===== src/rtl/ads8688_pkg.sv =====
// Shared constants, scan FSM states and channel-walk helper
// for the ADS8688 auto-scan controller.
package ads8688_pkg;

   localparam logic [15:0] MAN_CH_BASE  = 16'hC000;
   localparam int          MAN_CH_SHIFT = 10;
   localparam logic [15:0] NO_OP        = 16'h0000;
   localparam int          MAX_CH       = 8;
   localparam logic [3:0]  CH_NONE      = 4'd8;

   typedef enum logic [2:0] {
      IDLE  = 3'd0,
      LOAD  = 3'd1,
      FRAME = 3'd2,
      GAP   = 3'd3,
      HOLD  = 3'd4
   } state_t;

   // Lowest enabled channel at or above 'from'; CH_NONE if none.
   function automatic logic [3:0] next_ch(
      input logic [MAX_CH-1:0] mask,
      input logic [3:0]        from
   );
      next_ch = CH_NONE;
      for (int i = MAX_CH - 1; i >= 0; i--) begin
         if (mask[i] && (4'(i) >= from)) next_ch = 4'(i);
      end
   endfunction

endpackage


===== src/rtl/ads8688_frame_shifter.sv =====
// One 16-bit-command / 16-bit-data SPI frame, CPOL=0:
// mosi moves on SCLK fall, miso captured on SCLK rise.
module ads8688_frame_shifter #(
   parameter int CLK_DIV = 5,
   parameter int FRAME_W = 32
) (
   input  logic        clk,
   input  logic        rst,
   input  logic        start,
   input  logic [15:0] cmd,
   input  logic        miso,
   output logic        sclk,
   output logic        csn,
   output logic        mosi,
   output logic        done,
   output logic [15:0] rx_data
);

   localparam int DW    = $clog2(CLK_DIV);
   localparam int HW    = $clog2(2 * FRAME_W);
   localparam int HLAST = 2 * FRAME_W - 1;

   logic          active;
   logic [DW-1:0] div;
   logic [HW-1:0] half;
   logic [15:0]   tx;

   always_ff @(posedge clk) begin
      if (rst) begin
         active  <= 1'b0;
         div     <= '0;
         half    <= '0;
         tx      <= '0;
         rx_data <= '0;
         sclk    <= 1'b0;
         csn     <= 1'b1;
         mosi    <= 1'b0;
         done    <= 1'b0;
      end else begin
         done <= 1'b0;
         if (!active) begin
            if (start) begin
               active <= 1'b1;
               csn    <= 1'b0;
               sclk   <= 1'b0;
               div    <= '0;
               half   <= '0;
               mosi   <= cmd[15];
               tx     <= {cmd[14:0], 1'b0};
            end
         end else if (div != DW'(CLK_DIV - 1)) begin
            div <= div + 1'b1;
         end else begin
            div <= '0;
            if (half == HW'(HLAST)) begin
               active <= 1'b0;
               csn    <= 1'b1;
               sclk   <= 1'b0;
               mosi   <= 1'b0;
               done   <= 1'b1;
            end else begin
               half <= half + 1'b1;
               sclk <= ~sclk;
               // Low-to-high: capture; high-to-low: next command bit
               if (!sclk) begin
                  rx_data <= {rx_data[14:0], miso};
               end else begin
                  mosi <= tx[15];
                  tx   <= {tx[14:0], 1'b0};
               end
            end
         end
      end
   end

endmodule


===== src/rtl/ads8688_autoscan.sv =====
// Masked multi-channel ADS8688 scanner: pipelines MAN_Ch commands
// across frames and streams channel-tagged results.
module ads8688_autoscan
   import ads8688_pkg::*;
#(
   parameter  int NUM_CH  = 8,
   parameter  int CLK_DIV = 5,
   parameter  int CSN_GAP = 4,
   parameter  int DATA_W  = 16,
   parameter  int FRAME_W = 32,
   localparam int CH_W    = (NUM_CH > 1) ? $clog2(NUM_CH) : 1
) (
   input  logic              clk,
   input  logic              rst,
   input  logic              scan_start,
   input  logic              continuous,
   input  logic [NUM_CH-1:0] ch_mask,
   output logic              sclk,
   output logic              csn,
   output logic              mosi,
   input  logic              miso,
   output logic              busy,
   output logic              out_valid,
   input  logic              out_ready,
   output logic [CH_W-1:0]   out_ch,
   output logic [DATA_W-1:0] out_data,
   output logic              scan_done
);

   localparam int GAP_LAST = (CSN_GAP < 2) ? 1 : CSN_GAP - 1;
   localparam int GW       = $clog2(GAP_LAST + 1);

   state_t              state;
   logic [MAX_CH-1:0]   mask_in;
   logic [MAX_CH-1:0]   mask_q;
   logic [3:0]          cmd_ch;
   logic [3:0]          nxt;
   logic [3:0]          first;
   logic [CH_W-1:0]     prev_ch;
   logic                cmd_live;
   logic                prev_live;
   logic                more;
   logic                fs_start;
   logic                fs_done;
   logic                busy_r;
   logic                cont_q;
   logic                empty_done;
   logic                out_last;
   logic [GW-1:0]       gap_cnt;
   logic [15:0]         cmd;
   logic [15:0]         rx;
   logic                hs;
   logic                fin_hs;
   logic                can_go;
   logic                cont_eff;
   logic                leave;

   always_comb begin
      mask_in             = '0;
      mask_in[NUM_CH-1:0] = ch_mask;
   end

   assign first    = next_ch(mask_in, 4'd0);
   assign nxt      = next_ch(mask_q, cmd_ch + 4'd1);
   assign cmd      = cmd_live
                   ? (MAN_CH_BASE | (16'(cmd_ch) << MAN_CH_SHIFT))
                   : NO_OP;
   assign hs       = out_valid & out_ready;
   assign fin_hs   = hs & out_last;
   assign can_go   = ~out_valid | out_ready;
   assign cont_eff = fin_hs ? continuous : cont_q;
   assign leave    = can_go & ((state == HOLD) ||
                     (state == GAP && gap_cnt == GW'(GAP_LAST)));
   assign scan_done = fin_hs | empty_done;
   assign busy      = busy_r & ~(fin_hs & ~continuous);

   ads8688_frame_shifter #(
      .CLK_DIV (CLK_DIV),
      .FRAME_W (FRAME_W)
   ) u_shift (
      .clk     (clk),
      .rst     (rst),
      .start   (fs_start),
      .cmd     (cmd),
      .miso    (miso),
      .sclk    (sclk),
      .csn     (csn),
      .mosi    (mosi),
      .done    (fs_done),
      .rx_data (rx)
   );

   always_ff @(posedge clk) begin
      if (rst) begin
         state      <= IDLE;
         mask_q     <= '0;
         cmd_ch     <= '0;
         prev_ch    <= '0;
         cmd_live   <= 1'b0;
         prev_live  <= 1'b0;
         more       <= 1'b0;
         fs_start   <= 1'b0;
         busy_r     <= 1'b0;
         cont_q     <= 1'b0;
         empty_done <= 1'b0;
         out_last   <= 1'b0;
         gap_cnt    <= '0;
         out_valid  <= 1'b0;
         out_ch     <= '0;
         out_data   <= '0;
      end else begin
         fs_start   <= 1'b0;
         empty_done <= 1'b0;
         if (hs) out_valid <= 1'b0;
         if (fin_hs) begin
            cont_q <= continuous;
            busy_r <= continuous;
         end
         unique case (state)
            IDLE: begin
               if (scan_start) begin
                  busy_r <= 1'b1;
                  state  <= LOAD;
               end
            end
            LOAD: begin
               mask_q    <= mask_in;
               cmd_ch    <= first;
               cmd_live  <= 1'b1;
               prev_live <= 1'b0;
               if (first == CH_NONE) begin
                  empty_done <= 1'b1;
                  busy_r     <= continuous;
                  state      <= continuous ? LOAD : IDLE;
               end else begin
                  fs_start <= 1'b1;
                  state    <= FRAME;
               end
            end
            FRAME: begin
               if (fs_done) begin
                  gap_cnt <= '0;
                  state   <= GAP;
               end
            end
            GAP: begin
               gap_cnt <= gap_cnt + 1'b1;
               // The frame just ended answers the previous command
               if (gap_cnt == '0) begin
                  if (prev_live) begin
                     out_valid <= 1'b1;
                     out_ch    <= prev_ch;
                     out_data  <= rx[DATA_W-1:0];
                     out_last  <= ~cmd_live;
                  end
                  prev_ch   <= cmd_ch[CH_W-1:0];
                  prev_live <= cmd_live;
                  more      <= cmd_live;
                  cmd_live  <= cmd_live & (nxt != CH_NONE);
                  cmd_ch    <= nxt;
               end
               if (gap_cnt == GW'(GAP_LAST) && !can_go) state <= HOLD;
            end
            HOLD: ;
            default: state <= IDLE;
         endcase
         if (leave) begin
            if (more) begin
               fs_start <= 1'b1;
               state    <= FRAME;
            end else if (cont_eff) begin
               state <= LOAD;
            end else begin
               busy_r <= 1'b0;
               state  <= IDLE;
            end
         end
      end
   end

endmodule


===== config.mk =====
export PLATFORM = sky130hd
export DESIGN_NAME = ads8688_autoscan
export DESIGN_NICKNAME = d
export VERILOG_FILES = /design/src/rtl/ads8688_pkg.sv /design/src/rtl/ads8688_frame_shifter.sv /design/src/rtl/ads8688_autoscan.sv
export SDC_FILE = /design/constraint.sdc
export NUM_CORES = 1
export LEC_CHECK = 0
export CAP_MARGIN = 20
export CORE_ASPECT_RATIO = 1.25
export CORE_UTILIZATION = 45
export CTS_BUF_LIST = sky130_fd_sc_hd__clkbuf_8
export CTS_CLUSTER_DIAMETER = 120
export DETAILED_ROUTE_END_ITERATION = 16
export PLACE_DENSITY_LB_ADDON = 0.2
export SYNTH_ARGS = -nofsm -noshare
export SYNTH_HDL_FRONTEND = slang
export SYNTH_SLANG_ARGS = --single-unit

===== constraint.sdc =====
create_clock -name clk -period 5 [get_ports clk]
set_input_delay 0.5 -clock clk [delete_from_list [all_inputs] [get_ports clk]]
set_output_delay 0.5 -clock clk [all_outputs]
set_load 0.02 [all_outputs]

# --- Word level (Yosys, flattened, before mapping) ---
# Index checks and enable logic that the tools add are counted.
totals:
  ff_bits: 94
  latchBits: 0
  ram_bits: 0
  rom_bits: 0
  inputBits: 14
  output_inout_bits: 25
  wordCells: 184
  mem_count: 0
classes:
  addsub: 4
  n_mul: 0
  n_div: 0
  n_lt_le_gt_ge: 8
  n_eq_ne: 20
  shifts: 0
  n_mux: 80
  bitwise_logic: 17
  n_reduce_logical: 30
ops:
  columns: ["operator", "count"]
  rows:
  - ["$mux 16", 6]
  - ["$mux 4", 17]
  - ["$mux 1", 37]
  - ["$mux 6", 4]
  - ["$mux 3", 7]
  - ["$ge 3x4->1 const A", 4]
  - ["$pmux 3 s5", 1]
  - ["$reduce_and 3->1", 4]
  - ["$reduce_and 4->1", 3]
  - ["$logic_and 1x1->1", 10]
  - ["$ne 3x2->1 const B", 3]
  - ["$not 1->1", 9]
  - ["$ge 1x4->1 const A", 2]
  - ["$ge 2x4->1 const A", 2]
  - ["$ne 2x2->1 const B", 4]
  - ["$pmux 4 s2", 1]
  - ["$reduce_and 2->1", 4]
  - ["$add 6x1->6 const B", 1]
  - ["$and 1x1->1", 6]
  - ["$eq 3x2->1 const B", 2]
  - ["$eq 6x6->1 const B", 1]
  - ["$mux 2", 3]
  - ["$ne 2x1->1 const B", 3]
  - ["$ne 3x3->1 const B", 2]
  - ["18 further kinds", 23]

# --- Longest topological paths before layout ---
depth:
  ltp_word: 15
  depth_mapped: 9
  ltp_nobuf: 7

# --- By module ---
# From an unflattened synthesis, not the netlist that was laid out.
unflattened:
  cells_unflattened: 512
  hier_area_um2: 4411.7
modules_own_cells:
  columns: ["mod", "n_inst", "cells_per_inst", "area_per_inst_um2", "seq_area_each_um2"]
  rows:
  - ["ads8688_autoscan", 1, 308, 2403.6, 960.9]
  - ["ads8688_frame_shifter", 1, 204, 2008.2, 900.9]

# --- Worst setup path before layout ---
# No wires, ideal clock.
synth_path:
  path_kind: "reg2reg"
  startpoint: "register u_shift.div[0]"
  endpoint: "register u_shift.rx_data[10]"
  setup_ps: 128
  arrival_ps: 1659
  path_slack_ps: 3214
  path_stages_with_launch: 10
  path_buffers: 2
  period_less_slack_ps: 1786
  cell_sequence: "dfxtp_1 -> inv_1 -> ha_1 -> nand3_1 -> a31oi_4 -> and2_1 -> buf_6 -> buf_6 -> mux2i_1 -> nor2_1"
synth_via:
  elab_chain_len: 3
synth_lines:
  columns: ["element", "line", "rtl"]
  rows:
  - ["start: declaration", "ads8688_frame_shifter.sv:24", "logic [DW-1:0] div;"]
  - ["start signal: assignment", "ads8688_frame_shifter.sv:52", "div <= div + 1'b1;"]
  - ["$ne 3x3->1", "ads8688_frame_shifter.sv:51", "end else if (div != DW'(CLK_DIV - 1)) begin"]
  - ["$not 1->1 (no line)", null, null]
  - ["$reduce_and 4->1 (no line)", null, null]
  - ["end signal: assignment", "ads8688_frame_shifter.sv:66", "rx_data <= {rx_data[14:0], miso};"]
  - ["end: declaration", "ads8688_frame_shifter.sv:16", "output logic [15:0] rx_data"]
# Every way passes these cells.
# A chain may end at the register's enable or synchronous reset.

# --- Worst setup path in the final report ---
layout_path:
  startpoint: "register u_shift.active"
  endpoint: "register u_shift.rx_data[5]"
layout_via:
  elab_chain_len: 1
layout_lines:
  columns: ["element", "line", "rtl"]
  rows:
  - ["start: declaration", "ads8688_frame_shifter.sv:23", "logic active;"]
  - ["start signal: assignment", "ads8688_frame_shifter.sv:30", "active <= 1'b0;"]
  - ["start signal: assignment", "ads8688_frame_shifter.sv:43", "active <= 1'b1;"]
  - ["start signal: assignment", "ads8688_frame_shifter.sv:56", "active <= 1'b0;"]
  - ["$reduce_and 4->1 (no line)", null, null]
# Every way passes these cells.

==> flow_metrics.env <==
export IMPL_fillers=757
export IMPL_grt_max_degree=63
export IMPL_holdBufCountCts=0
export IMPL_stdcell_area_um2=4330
export IMPL_syn_nets=468
export IMPL_dr_pass1_iters=4
export IMPL_ioPinCount=39
export IMPL_period_share_pct=52.9
export IMPL_power_frac_comb_pct=23.8
export IMPL_reg2reg_from="u_shift.active"
export IMPL_start_util_pct=47.0
export IMPL_coreArea_um2=7930
export IMPL_ctsHtreeMaxLevel=3
export IMPL_holdPathEnd="out_ch[0]"
export IMPL_ys_flop_type="dfxtp_1"
export IMPL_start_kind="register"
export IMPL_period_needed_ps=2650
export IMPL_setup_slack_ps=2350
export IMPL_rsz0062_at_grt="false"
export IMPL_drc_errors=0
export IMPL_reg2regPathDepth=5
export IMPL_hp_start="prev_ch[0]"
export IMPL_synth_edf_count=0
export IMPL_cts_max_path_buffers=2
export IMPL_track_usage_pct=19.8
export IMPL_cp_max_fo=20
export IMPL_synth_seq_area_share_pct=44.6
export IMPL_synthCells=445
export IMPL_nets=494
export IMPL_hpwl_um=5640
export IMPL_cts_buffers=9
export IMPL_pre_cts_slack_ps=2380
export IMPL_antenna_found_initial=0
export IMPL_setup_violations_final=0
export IMPL_synth_cell_types=58
export IMPL_routabilityCongestion=0.815
export IMPL_rrSetupSlack_ps=2350
export IMPL_swShare_pct=33.2
export IMPL_power_leakage_nw=1.51
export IMPL_hold_path_class="register to register"
export IMPL_worst_pin_slew_ps=927
export IMPL_wirelength_um=8190
export IMPL_num_vias=3133
export IMPL_clk_latency_ps=360
export IMPL_tritoncts="built"
export IMPL_grt_pass1_vias=2946
export IMPL_timing_rr_end="u_shift.rx_data[5]"
export IMPL_path_clk_slew_ps=90
export IMPL_drtIter0Drc=173
export IMPL_ys_seq_elements=83
export IMPL_postCtsSetupRepairBufs=0
export IMPL_ant_nets=0
export IMPL_synthArstFlopShare_pct=0
export IMPL_yosysMostFrequentCell="dfxtp_1"
export IMPL_fmax_mhz=378
export IMPL_die_y_um=104
export IMPL_io_buffers=38
export IMPL_ys_warn_count=0
export IMPL_maxCapViolCount=0
export IMPL_syn_avg_cell_area_um2=8.38
export IMPL_seqPwrFrac_pct=45.6
export IMPL_final_setup_tns_ps=0
export IMPL_critPathKind="register to register"
export IMPL_syn_area_um2=3730
export IMPL_hold_path_depth=2
export IMPL_drv_slew=0
export IMPL_grt_overflow=0
export IMPL_via_per_inst=5.49
export IMPL_hold_viol=0
export IMPL_antenna_cells=0
export IMPL_status="finished, final reports clean"
export IMPL_netlist_top_cells_area="dfxtp_1 (45%), nand2_1 (8.2%), a21oi_1 (6.7%), nor2_1 (5.0%), mux2i_1 (4.8%)"
export IMPL_place_area_um2=4100
export IMPL_cts_resized=0
export IMPL_fp_row_count=36
export IMPL_clock_sinks=83
export IMPL_wl_per_cell_um=14.3
export IMPL_crit_arrival_ps=2870
export IMPL_p_int_mw=1.20
export IMPL_slew_headroom_pct=38.2
export IMPL_worstSetupStartpoint="u_shift.active"
export IMPL_synth_commonest_cells="dfxtp_1 (83), nand2_1 (81), a21oi_1 (50), nor2_1 (50), mux2i_1 (18)"
export IMPL_die_x_um=83.4
export IMPL_p_per_area_nw_per_um2=414
export IMPL_p_clk_share_pct=30.7
export IMPL_grt_pass1_wl_um=13900
export IMPL_cp_required_ps=5230
export IMPL_p_sw_mw=0.595
export IMPL_clock_skew_ps=12.8
export IMPL_critPathCaptureType="register"
export IMPL_root_buffer="clkbuf_8"
export IMPL_drive_gt1_share_pct=6.51
export IMPL_synth_top_cell_area_share_pct=44.6
export IMPL_synth_top_area_cell="dfxtp_1"
export IMPL_peakVddDrop_v=0.000209
export IMPL_areaGrowthSynthToFinish_pct=16.1
export IMPL_dieArea_um2=8650
[sequential cells by signal, summed over array words and instances (netlist names), 2 cells and up]
| register | cells |
|---|---|
| u_shift.div | 3 |
| mask_q | 8 |
| out_data | 16 |
| cmd_ch | 4 |
| state | 3 |
| u_shift.rx_data | 16 |
| u_shift.half | 6 |
| u_shift.tx | 5 |
| gap_cnt | 2 |
| out_ch | 3 |
| prev_ch | 3 |
[through the flow]
stage                     util (%)  cells  hold slack (ps)  power [mW]
after CTS                     54.6    571              461        1.80
after global placement        51.7    555              444        1.24
after floorplan                  -    445              431        1.15
final                         54.6    571              459        1.79
after detailed placement      51.7    555              444        1.25
after global routing          54.6    571              478        1.90
[cell usage in the layout, fill, tap and decap left out, types with 5 or more instances in the layout]
| master | count |
|---|---|
| dfxtp_1 | 83 |
| nand2_1 | 81 |
| nor2_1 | 50 |
| a21oi_1 | 50 |
| clkdlybuf4s50_1 | 37 |
| mux2i_1 | 18 |
| nor3_1 | 11 |
| inv_1 | 10 |
| nand3_1 | 10 |
| ha_1 | 9 |
| clkbuf_8 | 9 |
| nand2b_1 | 8 |
| o21ai_0 | 7 |
| nor2b_1 | 6 |
| a31oi_1 | 6 |
| a211oi_1 | 5 |
[worst max-delay path by stage]
stage	slack (ps)	depth (start not counted)	end
3_3_place_gp	2450	4	busy
6_report	2350	5	u_shift.rx_data[5]
4_1_cts	2330	5	u_shift.rx_data[5]
2_1_floorplan	3210	9	u_shift.rx_data[10]
3_5_place_dp	2380	5	u_shift.rx_data[10]
5_1_grt	2090	5	u_shift.rx_data[5]
[power groups by stage]
| stage | Combinational [mW] | Clock [mW] | Sequential [mW] |
|---|---|---|---|
| 2_1_floorplan | 0.358 | 0 | 0.787 |
| 3_3_place_gp | 0.416 | 0 | 0.827 |
| 3_5_place_dp | 0.420 | 0 | 0.830 |
| 4_1_cts | 0.424 | 0.563 | 0.814 |
| 5_1_grt | 0.480 | 0.591 | 0.828 |
| 6_report | 0.425 | 0.549 | 0.816 |
[cell families (layout without fill, tap and decap cells)]
| group | count (synthesis) | after routing | share of synthesized area [%] |
|---|---|---|---|
| AO/OA/AOI/OAI | 106 | 106 | 18.8 |
| flip-flops | 83 | 83 | 44.6 |
| XOR/XNOR | 6 | 6 | 1.41 |
| multiplexers | 19 | 19 | 5.14 |
| AND/OR/NAND/NOR | 186 | 186 | 22.3 |
| adder cells (fa/ha/maj) | 9 | 9 | 3.02 |
| buffers and inverters | 36 | 67 | 4.77 |
[per-layer routing]
metal | vias up | wire (um) | global-route usage, %
met3 | 21 | 389 | 3.43
met1 | 1452 | 3620 | 24.0
met2 | 69 | 3900 | 32.9
met4 | 0 | 280 | 11.5
li1 | 1591 | - | -
met5 | - | 0 | 0
[critical path, stage by stage, from the launching register on]
cell	delay, ps
dfxtp_1	700
nand3_1	300
a31oi_4	350
and2_1	790
mux2i_1	300
nor2_1	60
[cell type report]
type	instances	area (um2)	share of cell area [%]
multi-input combinational	326	1890	43.6
sequential	83	1660	38.4
timing repair buffer	40	390	9.02
clock buffer	9	124	2.86
tap	95	119	2.75
clock inverter	7	104	2.40
inverter	11	41.3	0.954
(Power assumes the default switching activity.)
